$ cat config.mk
export PLATFORM = sky130hd
export DESIGN_NAME = sevenseg_scan_flat
export DESIGN_NICKNAME = d
export VERILOG_FILES = /design/src/rtl/sevenseg_scan_if.sv /design/src/rtl/sevenseg_scan.sv /design/src/flat_wrapper.sv
export SDC_FILE = /design/constraint.sdc
export NUM_CORES = 1
export LEC_CHECK = 0
export BUFFER_PORTS_ARGS = -buffer_cell sky130_fd_sc_hd__buf_2
export CORE_ASPECT_RATIO = 0.75
export CORE_MARGIN = 1
export CORE_UTILIZATION = 60
export DETAILED_ROUTE_END_ITERATION = 8
export PLACE_DENSITY = 0.89
export REMOVE_ABC_BUFFERS = 1
export SKIP_LAST_GASP = 1
export SLEW_MARGIN = 20
export SYNTH_ARGS = -nofsm -noshare
export SYNTH_HDL_FRONTEND = slang
export SYNTH_SLANG_ARGS = --single-unit
export TNS_END_PERCENT = 1
$ cat constraint.sdc
create_clock -name clk -period 6.55 [get_ports clk]
set_clock_uncertainty 0.15 [all_clocks]
set_input_delay 0.3275 -clock clk [delete_from_list [all_inputs] [get_ports clk]]
set_output_delay 0.3275 -clock clk [all_outputs]
set_load 0.02 [all_outputs]
$ cat src/rtl/sevenseg_scan_if.sv
// -----------------------------------------------------------------------------
// sevenseg_scan_if
// Bundles the digit data, display controls and pin-level outputs of the
// multiplexed seven-segment driver.
//
//   digits_in  [4*DIGITS]  packed digits, digit i = digits_in[4i+3:4i]
//   load                   capture digits_in into the pending register
//   blank_lz               leading-zero suppression enable
//   blink_mask [DIGITS]    per-digit blink enable
//   dp_in      [DIGITS]    per-digit decimal point request
//   seg        [7]         segments {g,f,e,d,c,b,a} at pin polarity
//   dp                     decimal point of the active digit at pin polarity
//   an         [DIGITS]    one-hot digit enable at pin polarity
//   frame_done             one-cycle pulse at each frame wrap
//
// master: the timekeeping side that drives digits/controls.
// slave : the display driver.
// -----------------------------------------------------------------------------
interface sevenseg_scan_if #(
    parameter int DIGITS = 4
);
    logic [4*DIGITS-1:0] digits_in;
    logic                load;
    logic                blank_lz;
    logic [DIGITS-1:0]   blink_mask;
    logic [DIGITS-1:0]   dp_in;
    logic [6:0]          seg;
    logic                dp;
    logic [DIGITS-1:0]   an;
    logic                frame_done;

    modport master (
        output digits_in, load, blank_lz, blink_mask, dp_in,
        input  seg, dp, an, frame_done
    );

    modport slave (
        input  digits_in, load, blank_lz, blink_mask, dp_in,
        output seg, dp, an, frame_done
    );
endinterface

$ cat src/rtl/sevenseg_scan.sv
// -----------------------------------------------------------------------------
// sevenseg_scan
// Multiplexed multi-digit seven-segment display driver. Latches a packed
// vector of hex/BCD digits and time-multiplexes them onto one shared segment
// bus with one-hot digit enables. Updates are frame-aligned (no frame ever
// mixes two loads), with leading-zero blanking, per-digit blink, decimal
// points and an anti-ghost blank slot at the start of every digit slot.
//
// Ports:
//   clk    system clock, all logic on posedge
//   reset  synchronous active-high reset
//   bus    sevenseg_scan_if.slave (digits, controls, seg/dp/an/frame_done)
//
// Parameters:
//   DIGITS     number of digits scanned (1..8)
//   PRESCALE   clocks per digit slot (>= 2)
//   BLINK_DIV  frames per blink half-period (>= 1)
//   ACTIVE_LOW 1 = seg, dp and an are inverted at the pins
// -----------------------------------------------------------------------------
module sevenseg_scan #(
    parameter int DIGITS     = 4,
    parameter int PRESCALE   = 1000,
    parameter int BLINK_DIV  = 64,
    parameter bit ACTIVE_LOW = 1'b1
) (
    input logic           clk,
    input logic           reset,
    sevenseg_scan_if.slave bus
);

    localparam int DW    = 4 * DIGITS;
    localparam int PRE_W = (PRESCALE > 1)  ? $clog2(PRESCALE)  : 1;
    localparam int IDX_W = (DIGITS > 1)    ? $clog2(DIGITS)    : 1;
    localparam int BC_W  = (BLINK_DIV > 1) ? $clog2(BLINK_DIV) : 1;

    localparam logic [PRE_W-1:0] PRE_LAST = PRE_W'(PRESCALE - 1);
    localparam logic [IDX_W-1:0] IDX_LAST = IDX_W'(DIGITS - 1);
    localparam logic [BC_W-1:0]  BC_LAST  = BC_W'(BLINK_DIV - 1);

    // Pin-level idle values (everything dark).
    localparam logic [6:0]        SEG_IDLE = {7{ACTIVE_LOW}};
    localparam logic              DP_IDLE  = ACTIVE_LOW;
    localparam logic [DIGITS-1:0] AN_IDLE  = {DIGITS{ACTIVE_LOW}};

    // Hex digit to active-high segment pattern {g,f,e,d,c,b,a}.
    function automatic logic [6:0] seg_decode(input logic [3:0] hex);
        logic [6:0] pat;
        case (hex)
            4'h0: pat = 7'h3F;
            4'h1: pat = 7'h06;
            4'h2: pat = 7'h5B;
            4'h3: pat = 7'h4F;
            4'h4: pat = 7'h66;
            4'h5: pat = 7'h6D;
            4'h6: pat = 7'h7D;
            4'h7: pat = 7'h07;
            4'h8: pat = 7'h7F;
            4'h9: pat = 7'h6F;
            4'hA: pat = 7'h77;
            4'hB: pat = 7'h7C;
            4'hC: pat = 7'h39;
            4'hD: pat = 7'h5E;
            4'hE: pat = 7'h79;
            default: pat = 7'h71;
        endcase
        return pat;
    endfunction

    // Scan and blink timing state.
    logic [PRE_W-1:0] pre;
    logic [IDX_W-1:0] idx;
    logic [BC_W-1:0]  bcnt;
    logic             bphase;

    // Digit storage: disp_reg is what is on the glass, pend_reg is staged.
    logic [DW-1:0]    disp_reg;
    logic [DW-1:0]    pend_reg;
    logic             pend_valid;

    logic             slot_end;
    logic             frame_end;

    assign slot_end  = (pre == PRE_LAST);
    assign frame_end = slot_end && (idx == IDX_LAST);

    always_ff @(posedge clk) begin
        if (reset) begin
            pre    <= '0;
            idx    <= '0;
            bcnt   <= '0;
            bphase <= 1'b0;
        end else begin
            if (slot_end) begin
                pre <= '0;
                idx <= (idx == IDX_LAST) ? '0 : idx + 1'b1;
            end else begin
                pre <= pre + 1'b1;
            end
            if (frame_end) begin
                if (bcnt == BC_LAST) begin
                    bcnt   <= '0;
                    bphase <= ~bphase;
                end else begin
                    bcnt <= bcnt + 1'b1;
                end
            end
        end
    end

    // A load always lands in pend_reg; the transfer uses the value staged
    // before this edge, so a load on the boundary cycle waits a full frame.
    // A load on the boundary also wins over the pend_valid clear.
    always_ff @(posedge clk) begin
        if (reset) begin
            disp_reg   <= '0;
            pend_reg   <= '0;
            pend_valid <= 1'b0;
        end else begin
            if (frame_end && pend_valid) begin
                disp_reg <= pend_reg;
            end
            if (bus.load) begin
                pend_reg   <= bus.digits_in;
                pend_valid <= 1'b1;
            end else if (frame_end) begin
                pend_valid <= 1'b0;
            end
        end
    end

    // ---- stage p0: select active digit and decide blanking ----
    logic [3:0]        cur_digit_p0;
    logic              cur_blink_p0;
    logic              cur_dp_p0;
    logic              upper_zero_p0;
    logic [DIGITS-1:0] sel_p0;
    logic              gate_off_p0;
    logic              lz_off_p0;
    logic [6:0]        seg_p0;
    logic              dp_p0;
    logic [DIGITS-1:0] an_p0;

    always_comb begin
        cur_digit_p0  = '0;
        cur_blink_p0  = 1'b0;
        cur_dp_p0     = 1'b0;
        upper_zero_p0 = 1'b1;
        sel_p0        = '0;
        for (int i = 0; i < DIGITS; i++) begin
            if (idx == IDX_W'(i)) begin
                sel_p0[i]     = 1'b1;
                cur_digit_p0  = disp_reg[4*i +: 4];
                cur_blink_p0  = bus.blink_mask[i];
                cur_dp_p0     = bus.dp_in[i];
                // Digit i and everything to its left are zero.
                upper_zero_p0 = ((disp_reg >> (4*i)) == '0);
            end
        end

        // Anti-ghost slot and blink kill the whole digit including dp.
        gate_off_p0 = (pre == '0) || (cur_blink_p0 && bphase);
        // Leading-zero blanking never applies to the rightmost digit.
        lz_off_p0   = bus.blank_lz && (idx != '0) && upper_zero_p0;

        seg_p0 = (gate_off_p0 || lz_off_p0) ? 7'h00 : seg_decode(cur_digit_p0);
        dp_p0  = gate_off_p0 ? 1'b0 : cur_dp_p0;
        // A suppressed leading zero keeps its enable when it carries a dp.
        an_p0  = (gate_off_p0 || (lz_off_p0 && !cur_dp_p0)) ? '0 : sel_p0;
    end

    // ---- stage p1: registered pin outputs ----
    logic [6:0]        seg_p1;
    logic              dp_p1;
    logic [DIGITS-1:0] an_p1;
    logic              frame_done_p1;

    always_ff @(posedge clk) begin
        if (reset) begin
            seg_p1        <= SEG_IDLE;
            dp_p1         <= DP_IDLE;
            an_p1         <= AN_IDLE;
            frame_done_p1 <= 1'b0;
        end else begin
            seg_p1        <= seg_p0 ^ {7{ACTIVE_LOW}};
            dp_p1         <= dp_p0 ^ ACTIVE_LOW;
            an_p1         <= an_p0 ^ {DIGITS{ACTIVE_LOW}};
            frame_done_p1 <= frame_end;
        end
    end

    assign bus.seg        = seg_p1;
    assign bus.dp         = dp_p1;
    assign bus.an         = an_p1;
    assign bus.frame_done = frame_done_p1;

endmodule
$ cat src/flat_wrapper.sv
// flat-port wrapper written by rule: the top's interface ports become plain ports
module sevenseg_scan_flat 
#(
    parameter int DIGITS     = 4,
    parameter int PRESCALE   = 1000,
    parameter int BLINK_DIV  = 64,
    parameter bit ACTIVE_LOW = 1'b1
)
  (clk, reset, bus_digits_in, bus_load, bus_blank_lz, bus_blink_mask, bus_dp_in, bus_seg, bus_dp, bus_an, bus_frame_done);
  sevenseg_scan_if #(.DIGITS(DIGITS)) bus_i ();
  input logic clk;
  input logic reset;
  input wire logic [$bits(bus_i.digits_in)-1:0] bus_digits_in;
  input wire logic [$bits(bus_i.load)-1:0] bus_load;
  input wire logic [$bits(bus_i.blank_lz)-1:0] bus_blank_lz;
  input wire logic [$bits(bus_i.blink_mask)-1:0] bus_blink_mask;
  input wire logic [$bits(bus_i.dp_in)-1:0] bus_dp_in;
  output wire logic [$bits(bus_i.seg)-1:0] bus_seg;
  output wire logic [$bits(bus_i.dp)-1:0] bus_dp;
  output wire logic [$bits(bus_i.an)-1:0] bus_an;
  output wire logic [$bits(bus_i.frame_done)-1:0] bus_frame_done;
  assign bus_i.digits_in = bus_digits_in;
  assign bus_i.load = bus_load;
  assign bus_i.blank_lz = bus_blank_lz;
  assign bus_i.blink_mask = bus_blink_mask;
  assign bus_i.dp_in = bus_dp_in;
  assign bus_seg = bus_i.seg;
  assign bus_dp = bus_i.dp;
  assign bus_an = bus_i.an;
  assign bus_frame_done = bus_i.frame_done;
  sevenseg_scan #(.DIGITS(DIGITS), .PRESCALE(PRESCALE), .BLINK_DIV(BLINK_DIV), .ACTIVE_LOW(ACTIVE_LOW)) u_core (.clk(clk), .reset(reset), .bus(bus_i));
endmodule
======== Word level (Yosys, flattened, before mapping) ========
Memories as Yosys holds them, arrays and structs flattened.
Index checks and enable logic that the tools add are counted.
storage, ports and cells
  register bits after elaboration ......... 65
  bits in read-only memories .............. 112
  input bits .............................. 28
  output and inout bits ................... 13
  word-level logic and storage cells ...... 71
  memories ................................ 1
cells by class
  $add $sub $neg .......................... 3
  equality and inequality tests ........... 5
  muxes and demuxes ....................... 27
  bitwise logic cells ..................... 4
  reductions and logical operators ........ 20
memory list
  name              words  bits a word  read ports  clocked after Yosys merged registers in  wr ports  RTL line             RTL
  (name not given)  16     7            1           0                                        0         sevenseg_scan.sv:48  case (hex)
operators by type and width
  operator                                                         number
  16-bit zero test                                                 4
  4-bit 2-to-1 mux                                                 5
  1-bit 2-to-1 mux                                                 19
  10-bit by 1-bit adder with 10-bit output, second input constant  1
  10-bit == test, second input constant                            1
  10-bit zero test                                                 1
  7-bit 2-to-1 mux                                                 1
  7-bit NOT                                                        1
  6-bit by 1-bit adder with 6-bit output, second input constant    1
  6-bit == test, second input constant                             1
  1-bit logical AND                                                6
  6-bit 2-to-1 mux                                                 1
  2-bit == test, second input constant                             2
  4-bit NOT                                                        1
  2-bit nonzero test                                               2
  1-bit logical OR                                                 3
  2-bit by 1-bit adder with 2-bit output, second input constant    1
  2-bit by 1-bit == test with 1-bit output, second input constant  1
  2-bit zero test                                                  1
  2-bit 2-to-1 mux                                                 1
  1-bit NOT                                                        2
  2-bit AND reduction                                              1
  2-bit OR reduction                                               1
  1-bit zero test                                                  1

======== Depth between registers and ports, before layout ========
Gate-level depths: netlist of the first run.
  depth in word-level cells ............... 10
  depth in mapped cells ................... 10
  gate-level depth less buffers ........... 9

======== Least setup slack after synthesis of the first run ========
OpenSTA, ideal clock, no wires.
  kind .................................... reg2reg
  start ................................... reg u_core.idx[0]
  end ..................................... reg u_core.seg_p1[3], in the netlist u_core.bus.seg[3]
  setup time .............................. 127 ps
  arrival ................................. 2351 ps
  data required time ...................... 6273 ps
  path slack .............................. 3922 ps
  cell stages (with the launch flop) ...... 11
  path buffers ............................ 2
  clock period less this slack ............ 2628 ps
  path through ............................ dfxtp_1 ha_1 buf_2 buf_1 a211oi_1 a211oi_1 inv_1 ha_1 nor2b_1 a211oi_1 o21ai_0
on the way
  longest elaborated chain between the ends .. 10
  elaborated cells between the ends (all ways) .. 25
  those cells by class .................... eq/ne (3); mux (13); bitwise (1); reduce/logical (7); memory (1)
ends and longest elaborated chain
  what                                                       RTL line              RTL
  start: declaration                                         sevenseg_scan.sv:71   logic [IDX_W-1:0] idx;
  start signal: assignment                                   sevenseg_scan.sv:95   idx <= (idx == IDX_LAST) ? '0 : idx + 1'b1;
  branches (longest 8 deep; another with memory 16 x 7 bit)  -
  7-bit 2-to-1 mux *                                         sevenseg_scan.sv:165  seg_p0 = (gate_off_p0 || lz_off_p0) ? 7'h00 : seg_decode(cur_digit_p0);
  7-bit NOT (no source line) *                               -
  end signal: assignment                                     sevenseg_scan.sv:184  seg_p1 <= seg_p0 ^ {7{ACTIVE_LOW}};
  end: declaration                                           sevenseg_scan.sv:172  logic [6:0] seg_p1;
Every way passes the cells marked *.
A chain may end at the register's enable or synchronous reset.

======== Final worst setup path of the first run ========
Ends and elaborated chain as after synthesis.

==> results of run 1 <==
-- logic make-up after synthesis --
| logic type | after synthesis |
|---|---|
| xor gates and xnor gates | 14 |
| and+or+nand+nor | 149 |
| buffers and inverters | 27 |
| DFF | 65 |
| adders and majority gates | 13 |
| AOI/OAI and AO/OA | 47 |
| muxes | 19 |
-- layout make-up --
cell class / count / share of cell area (%)
Clock inverter: 3 / 1.20
Clock buffer: 13 / 4.48
Sequential cell: 65 / 39.1
Multi-Input combinational cell: 242 / 45.8
Tap cell: 57 / 2.15
Inverter: 9 / 1.02
Timing Repair Buffer: 41 / 6.25
-- path summary, 6_finish.rpt --
| kind | slack (ps) | end | depth (start not counted) |
|---|---|---|---|
| min reg2reg | 300 | u_core.disp_reg[12] | 2 |
| max reg2reg | 3620 | u_core.bus.seg[3] | 8 |
| max | 3620 | u_core.bus.seg[3] | 8 |
| min | 60 | u_core.pend_reg[11] | 3 |
-- power groups by stage --
stage | registers [mW] | logic (mW) | clock network [mW]
global placement | 0.423 | 0.0479 | 0
global route | 0.416 | 0.0547 | 0.352
finish | 0.414 | 0.0494 | 0.330
CTS | 0.414 | 0.0495 | 0.334
floorplan | 0.429 | 0.0200 | 0
detailed placement | 0.423 | 0.0490 | 0
-- routing by layer --
| metal | track usage, % | wire length, microns | vias up |
|---|---|---|---|
| li1 | - | - | 1204 |
| met1 | 29.3 | 2650 | 1108 |
| met2 | 36.3 | 2550 | 58 |
| met3 | 10.9 | 332 | 8 |
| met4 | 7.76 | 65 | 0 |
| met5 | 0 | 0 | - |
-- metrics by stage --
stage / setup slack, ps / power, mW
floorplan: 4030 / 0.449
global placement: 3870 / 0.471
detailed placement: 3670 / 0.472
CTS: 3680 / 0.798
global route: 3400 / 0.823
finish: 3620 / 0.793
-- worst max-delay path, delay by kind of cell (launching register included) --
kind	cells	cell delay [ps]
AO/OA/AOI/OAI	4	1010
buffers and inverters	1	190
adder cells (fa/ha/maj)	2	870
AND/OR/NAND/NOR	1	150
flip-flops	1	420
-- cell usage in the layout, fill, tap and decap left out, types with 2 or more instances in the layout --
| master | n |
|---|---|
| sky130_fd_sc_hd__dfxtp_1 | 65 |
| sky130_fd_sc_hd__nand2_1 | 47 |
| sky130_fd_sc_hd__nor2_1 | 41 |
| sky130_fd_sc_hd__buf_2 | 40 |
| sky130_fd_sc_hd__a21oi_1 | 22 |
| sky130_fd_sc_hd__mux2i_1 | 19 |
| sky130_fd_sc_hd__nand3_1 | 13 |
| sky130_fd_sc_hd__ha_1 | 13 |
| sky130_fd_sc_hd__clkbuf_8 | 10 |
| sky130_fd_sc_hd__inv_1 | 9 |
| sky130_fd_sc_hd__a211oi_1 | 8 |
| sky130_fd_sc_hd__xor2_1 | 8 |
| sky130_fd_sc_hd__nor2b_1 | 7 |
| sky130_fd_sc_hd__nor3b_1 | 6 |
| sky130_fd_sc_hd__xnor2_1 | 6 |
| sky130_fd_sc_hd__nand3b_1 | 5 |
| sky130_fd_sc_hd__nand2b_1 | 5 |
| sky130_fd_sc_hd__o21ai_0 | 5 |
| sky130_fd_sc_hd__nor4_1 | 3 |
| sky130_fd_sc_hd__o211ai_1 | 3 |
| sky130_fd_sc_hd__or3_1 | 3 |
| sky130_fd_sc_hd__nor3_1 | 3 |
| sky130_fd_sc_hd__and2_1 | 3 |
| sky130_fd_sc_hd__o221ai_1 | 3 |
| sky130_fd_sc_hd__clkbuf_1 | 3 |
| sky130_fd_sc_hd__a211o_1 | 2 |
| sky130_fd_sc_hd__nand4_1 | 2 |
| sky130_fd_sc_hd__clkinv_2 | 2 |
==> impl_metrics.xml, run 1 <==
<?xml version="1.0" encoding="UTF-8"?>
<metrics>
  <group name="layout">
    <metric name="ff_latch_area" unit="sq um">1300</metric>
    <metric name="layout.nets" unit="">409</metric>
    <metric name="num-fill-cells" unit="">346</metric>
    <metric name="areaGrowthSynthToFinish" unit="%">13.3</metric>
    <metric name="final_core_util" unit="%">72.7</metric>
    <metric name="fin_area" unit="sq um">3320</metric>
    <metric name="finish.cell_count_without_fillers" unit="">430</metric>
    <metric name="final_layout_size_suffix_gt1_share" unit="%">16.1</metric>
    <metric name="n_antenna_cell" unit="">0</metric>
    <metric name="multi_input_comb_area" unit="sq um">1520</metric>
  </group>
  <group name="logic_synthesis">
    <metric name="synth-compound-area-share" unit="%">10.3</metric>
    <metric name="synth.top_cells.by_count" unit="">65 x sky130_fd_sc_hd__dfxtp_1, 47 x sky130_fd_sc_hd__nand2_1, 41 x sky130_fd_sc_hd__nor2_1</metric>
    <metric name="synth.avg_cell_area" unit="sq um">8.78</metric>
    <metric name="syn-instance-count" unit="">334</metric>
    <metric name="synth.largest_area_cell" unit="">sky130_fd_sc_hd__dfxtp_1</metric>
    <metric name="synth-seq-area-share" unit="%">44.3</metric>
    <metric name="synth_edf_count" unit="">0</metric>
    <metric name="synthFlopType" unit="">sky130_fd_sc_hd__dfxtp_1</metric>
    <metric name="synthSimpleGateAreaFrac" unit="%">25.3</metric>
    <metric name="post_synth_main_area_contributors" unit="">sky130_fd_sc_hd__dfxtp_1 44%, sky130_fd_sc_hd__mux2i_1 6.5%, sky130_fd_sc_hd__nand2_1 6.0%, sky130_fd_sc_hd__ha_1 5.5%, sky130_fd_sc_hd__nor2_1 5.2%</metric>
    <metric name="share_of_synthesized_flip_flops_with_an_asynchronous_set_or_reset" unit="%">0</metric>
    <metric name="synth_area" unit="sq um">2930</metric>
    <metric name="yosys_warnings" unit="">0</metric>
    <metric name="ys_types" unit="">43</metric>
    <metric name="synth_top_cell_area_share" unit="%">44.3</metric>
    <metric name="post_synth_mux_area_share" unit="%">6.48</metric>
    <metric name="yosys_register_bits" unit="">65</metric>
    <metric name="post_synth_xor_area_fraction" unit="%">4.18</metric>
    <metric name="yosys.area_share.adder" unit="%">5.54</metric>
    <metric name="synth.most_common_cell" unit="">sky130_fd_sc_hd__dfxtp_1</metric>
    <metric name="synth_top_family_by_area" unit="">simple AND/OR/NAND/NOR gates</metric>
  </group>
  <group name="clock_network">
    <metric name="number_of_hold_repair_buffers_added_at_the_cts_stage" unit="">0</metric>
    <metric name="cts.htree.levels" unit="">3</metric>
    <metric name="count_of_clock_tree_sinks" unit="">65</metric>
    <metric name="cts.repair.resized" unit="">0</metric>
    <metric name="cts_tree" unit="">done</metric>
    <metric name="cts-root-to-sink-buffers" unit="">2</metric>
    <metric name="cts_inserted_buffers" unit="">9</metric>
    <metric name="buffers_inserted_during_post_cts_setup_optimization" unit="">0</metric>
    <metric name="clk_pin_slew" unit="ps">70</metric>
    <metric name="clock-root-buffer" unit="">sky130_fd_sc_hd__clkbuf_8</metric>
    <metric name="clk-insertion-delay-late" unit="ps">350</metric>
  </group>
  <group name="power_and_ir_drop">
    <metric name="cellLeakagePower" unit="nW">1.33</metric>
    <metric name="power_per_cell_area" unit="nW/um^2">239</metric>
    <metric name="portion_of_total_power_attributed_to_sequential_cells" unit="%">52.2</metric>
    <metric name="switching_part_of_the_total_power" unit="%">22.5</metric>
    <metric name="switching_power" unit="uW">179</metric>
    <metric name="ir_worst_vdd" unit="uV">185</metric>
    <metric name="comb_power_share" unit="%">6.2</metric>
    <metric name="internal_power" unit="uW">615</metric>
    <metric name="share_clk_of_total_power" unit="%">41.5</metric>
  </group>
  <group name="global_route">
    <metric name="grt_start_max_net_pins" unit="">46</metric>
    <metric name="grt_pass1_wl" unit="mm">9.15</metric>
    <metric name="gr-usage-all-layers" unit="%">23.7</metric>
    <metric name="antenna_violations_before_repair" unit="">0</metric>
    <metric name="first_global_vias" unit="">2083</metric>
    <metric name="grt_remaining_overflow" unit="">0</metric>
  </group>
  <group name="placed_design">
    <metric name="post-place-cells" unit="">414</metric>
    <metric name="gp_weighted_congestion" unit="">0.865</metric>
    <metric name="place.port_buffers" unit="">40</metric>
    <metric name="dpl_cell_area" unit="sq um">3140</metric>
    <metric name="hpwl" unit="mm">3.89</metric>
  </group>
  <group name="route">
    <metric name="route.final.wire_length" unit="mm">5.60</metric>
    <metric name="drc" unit="">0</metric>
    <metric name="detailedRoute.firstPassIterationCount" unit="">4</metric>
    <metric name="ant_nets" unit="">0</metric>
    <metric name="post_drt_wl_per_cell" unit="microns">13.0</metric>
    <metric name="first_iter_violations" unit="">106</metric>
    <metric name="vias_per_cell" unit="">5.53</metric>
    <metric name="dr_total_vias" unit="">2378</metric>
  </group>
  <group name="timing">
    <metric name="relSlewSlack" unit="%">45.5</metric>
    <metric name="report.final.slew_viol_count" unit="">0</metric>
    <metric name="timing.setup.tns" unit="ps">0</metric>
    <metric name="finalHoldWorstSlack" unit="ps">60.8</metric>
    <metric name="fin_crit_sh" unit="%">44.7</metric>
    <metric name="worst_slew_pin_slew" unit="ps">818</metric>
    <metric name="finalSetupViolations" unit="">0</metric>
    <metric name="timing.final.crit_period" unit="ps">2930</metric>
    <metric name="max_clock_freq" unit="GHz">0.342</metric>
    <metric name="timing.final.hold_violations" unit="">0</metric>
    <metric name="unrepaired_setup_endpoints_after_global_routing" unit="">no</metric>
  </group>
  <group name="min_path">
    <metric name="min_from" unit="">bus_digits_in[11]</metric>
    <metric name="worst_hold_path_type" unit="">input port to register</metric>
  </group>
  <group name="floorplan">
    <metric name="design.core.area" unit="sq um">4570</metric>
    <metric name="die_w" unit="microns">82.7</metric>
    <metric name="floorplan.die_area" unit="sq um">5180</metric>
    <metric name="effective_utilization_at_floorplan" unit="%">64.2</metric>
    <metric name="rows" unit="">21</metric>
    <metric name="die_y" unit="microns">62.6</metric>
    <metric name="num_io_pins" unit="">41</metric>
  </group>
  <group name="worst_setup_path">
    <metric name="arrival" unit="ps">3000</metric>
    <metric name="criticalPathCategory" unit="">register to register</metric>
    <metric name="cp-start-kind" unit="">register</metric>
    <metric name="worst-endpoint-required" unit="ps">6620</metric>
    <metric name="r2r_start" unit="">u_core.idx[0]</metric>
    <metric name="worst_path_most_repeated_cell" unit="">sky130_fd_sc_hd__a211oi_1</metric>
    <metric name="largest_stage_delay_on_the_critical_path" unit="ps">640</metric>
    <metric name="cp_max_fo" unit="">20</metric>
    <metric name="cp-startpoint" unit="">u_core.idx[0]</metric>
    <metric name="cp_slowest_cell" unit="">sky130_fd_sc_hd__a211oi_1</metric>
    <metric name="cp_cell_sequence" unit="">ha_1 &gt; a211oi_1 &gt; a211oi_1 &gt; inv_1 &gt; ha_1 &gt; nor2b_1 &gt; a211oi_1 &gt; o21ai_0</metric>
    <metric name="critical_path.endpoint_type" unit="">register</metric>
  </group>
  <group name="run_status">
    <metric name="outcome" unit="">finished clean</metric>
  </group>
  <group name="run">
    <metric name="max_cap_viol_count" unit="">0</metric>
  </group>
</metrics>
Power figures use the tool's default switching activity.
==> run 2: changes to the inputs <==
- ABC_AREA: unset -> 1
- CORE_UTILIZATION: 60 -> 51
- PLACE_DENSITY: 0.89 -> 0.81
- clock period: 6.55 -> 2.5 ns (I/O delays scaled with it)
==> run 2 against run 1 <==
Net effect: worst hold slack worse by 46 ps; synthesized cell count up 26%; clock power rose to 2.6 times the previous value; largest power group unchanged.
==> impl_metrics.xml, run 2 <==
<?xml version="1.0" encoding="UTF-8"?>
<metrics>
  <group name="logic_synthesis">
    <metric name="ys_types" unit="">30</metric>
    <metric name="synth-seq-area-share" unit="%">42.9</metric>
    <metric name="synth.most_common_cell" unit="">sky130_fd_sc_hd__nor2_1</metric>
    <metric name="share_of_synthesized_flip_flops_with_an_asynchronous_set_or_reset" unit="%">0</metric>
    <metric name="synth.top_cells.by_count" unit="">88 x sky130_fd_sc_hd__nor2_1, 85 x sky130_fd_sc_hd__nand2_1, 65 x sky130_fd_sc_hd__dfxtp_1</metric>
    <metric name="synth_area" unit="sq um">3030</metric>
    <metric name="synth_edf_count" unit="">0</metric>
    <metric name="yosys_warnings" unit="">0</metric>
    <metric name="post_synth_main_area_contributors" unit="">sky130_fd_sc_hd__dfxtp_1 43%, sky130_fd_sc_hd__nor2_1 11%, sky130_fd_sc_hd__nand2_1 11%, sky130_fd_sc_hd__ha_1 5.4%, sky130_fd_sc_hd__inv_1 4.2%</metric>
    <metric name="synth.avg_cell_area" unit="sq um">7.18</metric>
    <metric name="synth_top_cell_area_share" unit="%">42.9</metric>
    <metric name="yosys_register_bits" unit="">65</metric>
    <metric name="synthFlopType" unit="">sky130_fd_sc_hd__dfxtp_1</metric>
    <metric name="synth.largest_area_cell" unit="">sky130_fd_sc_hd__dfxtp_1</metric>
    <metric name="syn-instance-count" unit="">422</metric>
  </group>
  <group name="power_and_ir_drop">
    <metric name="switching_part_of_the_total_power" unit="%">24.4</metric>
    <metric name="cellLeakagePower" unit="nW">1.67</metric>
    <metric name="switching_power" unit="uW">517</metric>
    <metric name="internal_power" unit="mW">1.60</metric>
    <metric name="comb_power_share" unit="%">7.7</metric>
    <metric name="power_per_cell_area" unit="nW/um^2">580</metric>
    <metric name="share_clk_of_total_power" unit="%">41.0</metric>
    <metric name="ir_worst_vdd" unit="uV">397</metric>
    <metric name="portion_of_total_power_attributed_to_sequential_cells" unit="%">51.3</metric>
  </group>
  <group name="placed_design">
    <metric name="hpwl" unit="mm">4.57</metric>
    <metric name="gp_weighted_congestion" unit="">0.928</metric>
    <metric name="place.port_buffers" unit="">40</metric>
    <metric name="dpl_cell_area" unit="sq um">3280</metric>
  </group>
  <group name="layout">
    <metric name="n_antenna_cell" unit="">0</metric>
    <metric name="num-fill-cells" unit="">512</metric>
    <metric name="most-common-layout-cells" unit="">88 x sky130_fd_sc_hd__nor2_1, 84 x sky130_fd_sc_hd__nand2_1, 65 x sky130_fd_sc_hd__dfxtp_1, 40 x sky130_fd_sc_hd__buf_2, 31 x sky130_fd_sc_hd__inv_1</metric>
    <metric name="areaGrowthSynthToFinish" unit="%">20.5</metric>
    <metric name="layout.nets" unit="">522</metric>
    <metric name="ff_latch_area" unit="sq um">1300</metric>
    <metric name="layout.cells.most_common" unit="">sky130_fd_sc_hd__nor2_1</metric>
    <metric name="multi_input_comb_area" unit="sq um">1520</metric>
    <metric name="fin_area" unit="sq um">3650</metric>
    <metric name="final_layout_size_suffix_gt1_share" unit="%">15.4</metric>
  </group>
  <group name="worst_setup_path">
    <metric name="criticalPathCategory" unit="">register to register</metric>
    <metric name="arrival" unit="ps">2390</metric>
    <metric name="worstRegToRegCells" unit="">15</metric>
    <metric name="rr_endpoint" unit="">u_core.bus.seg[3]</metric>
    <metric name="cp_max_fo" unit="">6</metric>
    <metric name="worst-endpoint-required" unit="ps">2580</metric>
    <metric name="r2r_start" unit="">u_core.idx[0]</metric>
    <metric name="critical_path.endpoint_type" unit="">register</metric>
    <metric name="setup_slack_of_the_worst_register_to_register_path" unit="ps">190</metric>
    <metric name="cp-start-kind" unit="">register</metric>
  </group>
  <group name="floorplan">
    <metric name="num_io_pins" unit="">41</metric>
    <metric name="die_y" unit="microns">68.8</metric>
    <metric name="rows" unit="">23</metric>
    <metric name="design.core.area" unit="sq um">5530</metric>
    <metric name="floorplan.die_area" unit="sq um">6260</metric>
    <metric name="die_w" unit="microns">91.0</metric>
    <metric name="effective_utilization_at_floorplan" unit="%">54.9</metric>
  </group>
  <group name="global_route">
    <metric name="grt_pass1_wl" unit="mm">11.2</metric>
    <metric name="grt_start_max_net_pins" unit="">42</metric>
    <metric name="grt_remaining_overflow" unit="">0</metric>
    <metric name="gr-usage-all-layers" unit="%">22.9</metric>
    <metric name="antenna_violations_before_repair" unit="">0</metric>
    <metric name="busiest_layer" unit="">met2</metric>
    <metric name="first_global_vias" unit="">2626</metric>
    <metric name="globalRouteMet3Util" unit="%">5.26</metric>
    <metric name="globalRouteMet1Util" unit="%">28.4</metric>
    <metric name="grt_use_met2" unit="%">38.6</metric>
  </group>
  <group name="timing">
    <metric name="timing.final.crit_period" unit="ps">2310</metric>
    <metric name="relSlewSlack" unit="%">67.4</metric>
    <metric name="unrepaired_setup_endpoints_after_global_routing" unit="">no</metric>
    <metric name="timing.setup.tns" unit="ps">0</metric>
    <metric name="finalHoldWorstSlack" unit="ps">14.8</metric>
    <metric name="timing.final.hold_violations" unit="">0</metric>
    <metric name="report.final.slew_viol_count" unit="">0</metric>
    <metric name="finalSetupViolations" unit="">0</metric>
    <metric name="worst_slew_pin_slew" unit="ps">487</metric>
    <metric name="max_clock_freq" unit="GHz">0.434</metric>
    <metric name="fin_crit_sh" unit="%">92.2</metric>
  </group>
  <group name="route">
    <metric name="first_iter_violations" unit="">191</metric>
    <metric name="route.final.wire_length" unit="mm">6.46</metric>
    <metric name="ant_nets" unit="">0</metric>
    <metric name="vias_per_cell" unit="">4.92</metric>
    <metric name="drc" unit="">0</metric>
    <metric name="detailedRoute.firstPassIterationCount" unit="">4</metric>
    <metric name="dr_total_vias" unit="">2759</metric>
    <metric name="post_drt_wl_per_cell" unit="microns">11.5</metric>
  </group>
  <group name="clock_network">
    <metric name="count_of_clock_tree_sinks" unit="">65</metric>
    <metric name="clock-root-buffer" unit="">sky130_fd_sc_hd__clkbuf_8</metric>
    <metric name="cts_inserted_buffers" unit="">9</metric>
    <metric name="clk_pin_slew" unit="ps">70</metric>
    <metric name="cts_tree" unit="">done</metric>
    <metric name="cts.htree.levels" unit="">3</metric>
    <metric name="clk-insertion-delay-late" unit="ps">340</metric>
    <metric name="cts-root-to-sink-buffers" unit="">2</metric>
  </group>
  <group name="run">
    <metric name="max_cap_viol_count" unit="">0</metric>
  </group>
  <group name="min_path">
    <metric name="worst_hold_path_type" unit="">input port to register</metric>
    <metric name="min_delay_worst_endpoint" unit="">u_core.bus.dp</metric>
    <metric name="hold_path_depth" unit="">4</metric>
    <metric name="min_from" unit="">bus_dp_in[3]</metric>
  </group>
  <group name="run_status">
    <metric name="outcome" unit="">finished clean</metric>
  </group>
</metrics>
==> run 2: cell type report <==
type,count,area share [%]
multi-input combinational,306,41.6
sequential,65,35.6
timing repair buffer,61,11.0
inverter,38,3.91
clock buffer,9,3.39
tap,75,2.57
clock inverter,7,1.95
==> run 2: logic make-up after synthesis <==
family	count (synthesis)	share of synthesized area, %
flip-flops	65	42.9
AND/OR/NAND/NOR	221	31.8
AO/OA/AOI/OAI	67	11.3
adder cells (fa/ha/maj)	13	5.37
XOR/XNOR	5	1.44
buffers and inverters	51	7.14
==> run 2: worst max-delay path, stage by stage, from the launching register on <==
cell	delay [ps]
sky130_fd_sc_hd__dfxtp_1	360
sky130_fd_sc_hd__inv_1	100
sky130_fd_sc_hd__ha_2	230
sky130_fd_sc_hd__buf_4	160
sky130_fd_sc_hd__a21oi_1	110
sky130_fd_sc_hd__nand2_1	60
sky130_fd_sc_hd__nand2_1	50
sky130_fd_sc_hd__nand2_1	130
sky130_fd_sc_hd__inv_2	140
sky130_fd_sc_hd__ha_1	240
sky130_fd_sc_hd__inv_1	60
sky130_fd_sc_hd__nand3_1	100
sky130_fd_sc_hd__nand3_1	110
sky130_fd_sc_hd__nand2_1	60
sky130_fd_sc_hd__inv_1	50
sky130_fd_sc_hd__nand3_1	60
==> run 2: power groups by stage <==
| stage | clock network (mW) | logic (mW) | registers [mW] |
|---|---|---|---|
| after floorplan | 0 | 0.0655 | 1.12 |
| after global placement | 0 | 0.141 | 1.11 |
| after detailed placement | 0 | 0.144 | 1.11 |
| after CTS | 0.890 | 0.165 | 1.09 |
| after global routing | 0.939 | 0.187 | 1.09 |
| final | 0.867 | 0.164 | 1.09 |
==> run 2: metrics by stage <==
step | setup slack [ps] | power (mW) | util (%) | cells
global placement | 275 | 1.25 | 59.4 | 528
CTS | 78.9 | 2.14 | 66.0 | 561
detailed placement | 117 | 1.25 | 59.4 | 528
floorplan | 323 | 1.19 | - | 409
finish | 194 | 2.12 | 66.1 | 561
global route | 30.2 | 2.22 | 66.1 | 561
==> run 2: worst max path at each step <==
| stage | start | endpoint | slack, ps |
|---|---|---|---|
| 2_1_floorplan | u_core.idx[0] | u_core.bus.seg[3] | 320 |
| 3_3_place_gp | u_core.idx[0] | u_core.bus.seg[3] | 270 |
| 3_5_place_dp | u_core.idx[0] | u_core.bus.seg[3] | 120 |
| 4_1_cts | u_core.idx[0] | u_core.bus.seg[3] | 80 |
| 5_1_grt | u_core.idx[0] | u_core.bus.seg[3] | 30 |
| 6_report | u_core.idx[0] | u_core.bus.seg[3] | 190 |
==> run 2: repair_timing <==
action | in CTS | in global routing
setup endpoints to repair | 0 | 3
hold buffers | 17 | 0
gates resized for setup | 0 | 5
setup buffers | 0 | 0
endpoints found under the hold margin | 22 | 0
==> run 2: routing by layer <==
layer  part of all wire (%)  up-vias
li1                       -     1469
met1                     48     1199
met2                     44       81
met3                    6.3       10
met4                    1.0        0
met5                      0        -
==> run 3: changes to the inputs <==
- ABC_CLOCK_PERIOD_IN_PS: unset -> 2500
- BUFFER_PORTS_ARGS: -buffer_cell sky130_fd_sc_hd__buf_2 -> -buffer_cell sky130_fd_sc_hd__buf_4
==> run 3 against run 2 <==
Net effect: worst hold slack got worse by 8.4 ps; sequential power hardly changed; via count increased by 0.83%; cell count stayed put; die area unchanged; first-iteration DRC count grew 6.8%; non-clock buffer count is the same; power increased by 7.9%; critical path type unchanged; critical endpoint unchanged; largest power group unchanged; highest routed layer unchanged.
==> impl_metrics.xml, run 3 (synthesis gave the netlist of run 2 again) <==
<?xml version="1.0" encoding="UTF-8"?>
<metrics>
  <group name="layout">
    <metric name="most-common-layout-cells" unit="">88 x sky130_fd_sc_hd__nor2_1, 84 x sky130_fd_sc_hd__nand2_1, 65 x sky130_fd_sc_hd__dfxtp_1, 43 x sky130_fd_sc_hd__buf_4, 32 x sky130_fd_sc_hd__inv_1</metric>
    <metric name="final_layout_size_suffix_gt1_share" unit="%">15.2</metric>
    <metric name="layout.nets" unit="">522</metric>
    <metric name="layout.cells.most_common" unit="">sky130_fd_sc_hd__nor2_1</metric>
    <metric name="num-fill-cells" unit="">495</metric>
    <metric name="areaGrowthSynthToFinish" unit="%">25.0</metric>
    <metric name="n_antenna_cell" unit="">0</metric>
  </group>
  <group name="power_and_ir_drop">
    <metric name="comb_power_share" unit="%">8.1</metric>
    <metric name="switching_part_of_the_total_power" unit="%">23.2</metric>
    <metric name="share_clk_of_total_power" unit="%">44.3</metric>
    <metric name="totalPowerFinal" unit="mW">2.28</metric>
    <metric name="cellLeakagePower" unit="nW">1.73</metric>
    <metric name="switching_power" unit="uW">530</metric>
    <metric name="power_per_cell_area" unit="nW/um^2">603</metric>
    <metric name="ir_worst_vdd" unit="uV">442</metric>
    <metric name="internal_power" unit="mW">1.75</metric>
    <metric name="portion_of_total_power_attributed_to_sequential_cells" unit="%">47.6</metric>
  </group>
  <group name="run_status">
    <metric name="outcome" unit="">finished clean</metric>
  </group>
  <group name="timing">
    <metric name="fin_crit_sh" unit="%">91.4</metric>
    <metric name="timing.final.hold_violations" unit="">0</metric>
    <metric name="report.final.slew_viol_count" unit="">0</metric>
    <metric name="finalSetupViolations" unit="">0</metric>
    <metric name="relSlewSlack" unit="%">67.9</metric>
    <metric name="unrepaired_setup_endpoints_after_global_routing" unit="">no</metric>
    <metric name="timing.final.crit_period" unit="ps">2280</metric>
    <metric name="timing.setup.tns" unit="ps">0</metric>
    <metric name="worst_slew_pin_slew" unit="ps">478</metric>
    <metric name="max_clock_freq" unit="GHz">0.438</metric>
  </group>
  <group name="worst_setup_path">
    <metric name="cp_slowest_cell" unit="">sky130_fd_sc_hd__dfxtp_1</metric>
    <metric name="critical_path.endpoint_type" unit="">register</metric>
    <metric name="cp-start-kind" unit="">register</metric>
    <metric name="cp_cell_sequence" unit="">inv_1 &gt; ha_2 &gt; buf_4 &gt; a21oi_1 &gt; nand2_1 &gt; nand2_1 &gt; nand2_1 &gt; inv_2 &gt; ha_1 &gt; inv_1 &gt; nand3_1 &gt; nand3_1 &gt; nand2_1 &gt; inv_1 &gt; nand3_1</metric>
    <metric name="largest_stage_delay_on_the_critical_path" unit="ps">380</metric>
    <metric name="criticalPathCategory" unit="">register to register</metric>
    <metric name="worst_path_most_repeated_cell" unit="">sky130_fd_sc_hd__nand2_1</metric>
    <metric name="worstPathBufferInverterCount" unit="">5</metric>
    <metric name="path_delay_family" unit="">simple AND/OR/NAND/NOR gates</metric>
    <metric name="cp_max_fo" unit="">6</metric>
    <metric name="arrival" unit="ps">2370</metric>
    <metric name="worst-endpoint-required" unit="ps">2590</metric>
  </group>
  <group name="floorplan">
    <metric name="design.core.area" unit="sq um">5530</metric>
    <metric name="die_y" unit="microns">68.8</metric>
    <metric name="floorplan.die_area" unit="sq um">6260</metric>
    <metric name="die_w" unit="microns">91.0</metric>
    <metric name="effective_utilization_at_floorplan" unit="%">54.9</metric>
    <metric name="num_io_pins" unit="">41</metric>
    <metric name="rows" unit="">23</metric>
  </group>
  <group name="route">
    <metric name="post_drt_wl_per_cell" unit="microns">11.9</metric>
    <metric name="detailedRoute.firstPassIterationCount" unit="">6</metric>
    <metric name="vias_per_cell" unit="">4.96</metric>
    <metric name="dr_total_vias" unit="">2782</metric>
    <metric name="route.final.wire_length" unit="mm">6.66</metric>
    <metric name="ant_nets" unit="">0</metric>
    <metric name="drc" unit="">0</metric>
    <metric name="first_iter_violations" unit="">204</metric>
  </group>
  <group name="placed_design">
    <metric name="gp_weighted_congestion" unit="">0.936</metric>
    <metric name="place.port_buffers" unit="">40</metric>
    <metric name="hpwl" unit="mm">4.56</metric>
  </group>
  <group name="global_route">
    <metric name="first_global_vias" unit="">2552</metric>
    <metric name="grt_remaining_overflow" unit="">0</metric>
    <metric name="grt_pass1_wl" unit="mm">11.2</metric>
    <metric name="gr-usage-all-layers" unit="%">23.2</metric>
    <metric name="grt_start_max_net_pins" unit="">29</metric>
    <metric name="antenna_violations_before_repair" unit="">0</metric>
  </group>
  <group name="clock_network">
    <metric name="buffers_inserted_during_post_cts_setup_optimization" unit="">0</metric>
    <metric name="clk-insertion-delay-late" unit="ps">350</metric>
    <metric name="count_of_clock_tree_sinks" unit="">65</metric>
    <metric name="cts.htree.levels" unit="">3</metric>
    <metric name="cts_tree" unit="">done</metric>
    <metric name="clk_pin_slew" unit="ps">80</metric>
    <metric name="cts-root-to-sink-buffers" unit="">2</metric>
    <metric name="clock-root-buffer" unit="">sky130_fd_sc_hd__clkbuf_8</metric>
    <metric name="cts_inserted_buffers" unit="">9</metric>
  </group>
  <group name="run">
    <metric name="max_cap_viol_count" unit="">0</metric>
  </group>
  <group name="min_path">
    <metric name="worst_hold_path_type" unit="">input port to register</metric>
  </group>
</metrics>
run 3: changes by cell type in the layout (fill, tap and decap cells not counted), sizes merged:
cell	previous run	this run
buf	44	43
clkinvlp	3	1
dlygate4sd3	17	18
clkinv	5	4
inv	36	37
bufinv	1	2
clkbuf	9	10
run 3: power groups by stage:
stage / Sequential [mW] / Clock, mW / Combinational, mW
floorplan: 1.12 / 0 / 0.0655
detailed placement: 1.11 / 0 / 0.162
global placement: 1.11 / 0 / 0.159
finish: 1.09 / 1.01 / 0.185
CTS: 1.09 / 1.02 / 0.186
global route: 1.09 / 1.08 / 0.208
run 3: worst min-delay path, stage by stage:
cell and delay, ps:
sky130_fd_sc_hd__buf_4 170, sky130_fd_sc_hd__o21ai_0 110, sky130_fd_sc_hd__nor2_1 70
run 3: area by class of cell:
cell class / count / area (sq um) / share of cell area (%)
Clock buffer: 10 / 138 / 3.63
Clock inverter: 6 / 90.1 / 2.38
Inverter: 38 / 143 / 3.76
Multi-Input combinational cell: 306 / 1520 / 40.1
Sequential cell: 65 / 1300 / 34.3
Tap cell: 75 / 93.8 / 2.48
Timing Repair Buffer: 61 / 503 / 13.3
run 3: worst paths after layout:
path / depth (start not counted) / end / start / slack, ps
hold / removal: 3 / u_core.pend_reg[4] / bus_load / 6
setup reg to reg: 15 / u_core.bus.seg[3] / u_core.idx[0] / 220
hold reg to reg: 1 / u_core.pre[0] / u_core.pre[0] / 320
setup / recovery: 15 / u_core.bus.seg[3] / u_core.idx[0] / 220
run 3: what timing repair did:
action,CTS,global route
endpoints found under the hold margin,26,0
endpoints found under the setup margin,0,3
gates resized for setup,0,5
hold buffers,18,0
run 3: per-layer routing:
metal | wire length [microns] | up-vias | GRT usage [%]
li1 | - | 1468 | -
met2 | 2960 | 82 | 39.1
met3 | 409 | 12 | 6.36
met4 | 102 | 0 | 10.3
met5 | 0 | - | 0
met1 | 3190 | 1220 | 28.4
run 3: through the flow:
step	util (%)	std cells	hold WS (ps)	setup WS, ps	area [sq um]
floorplan	-	409	44.1	323	2960
global placement	61.1	527	195	231	3370
detailed placement	61.1	527	203	144	3370
CTS	68.5	561	2.92	120	3780
global route	68.6	561	24.5	25.6	3790
finish	68.6	561	6.42	215	3790
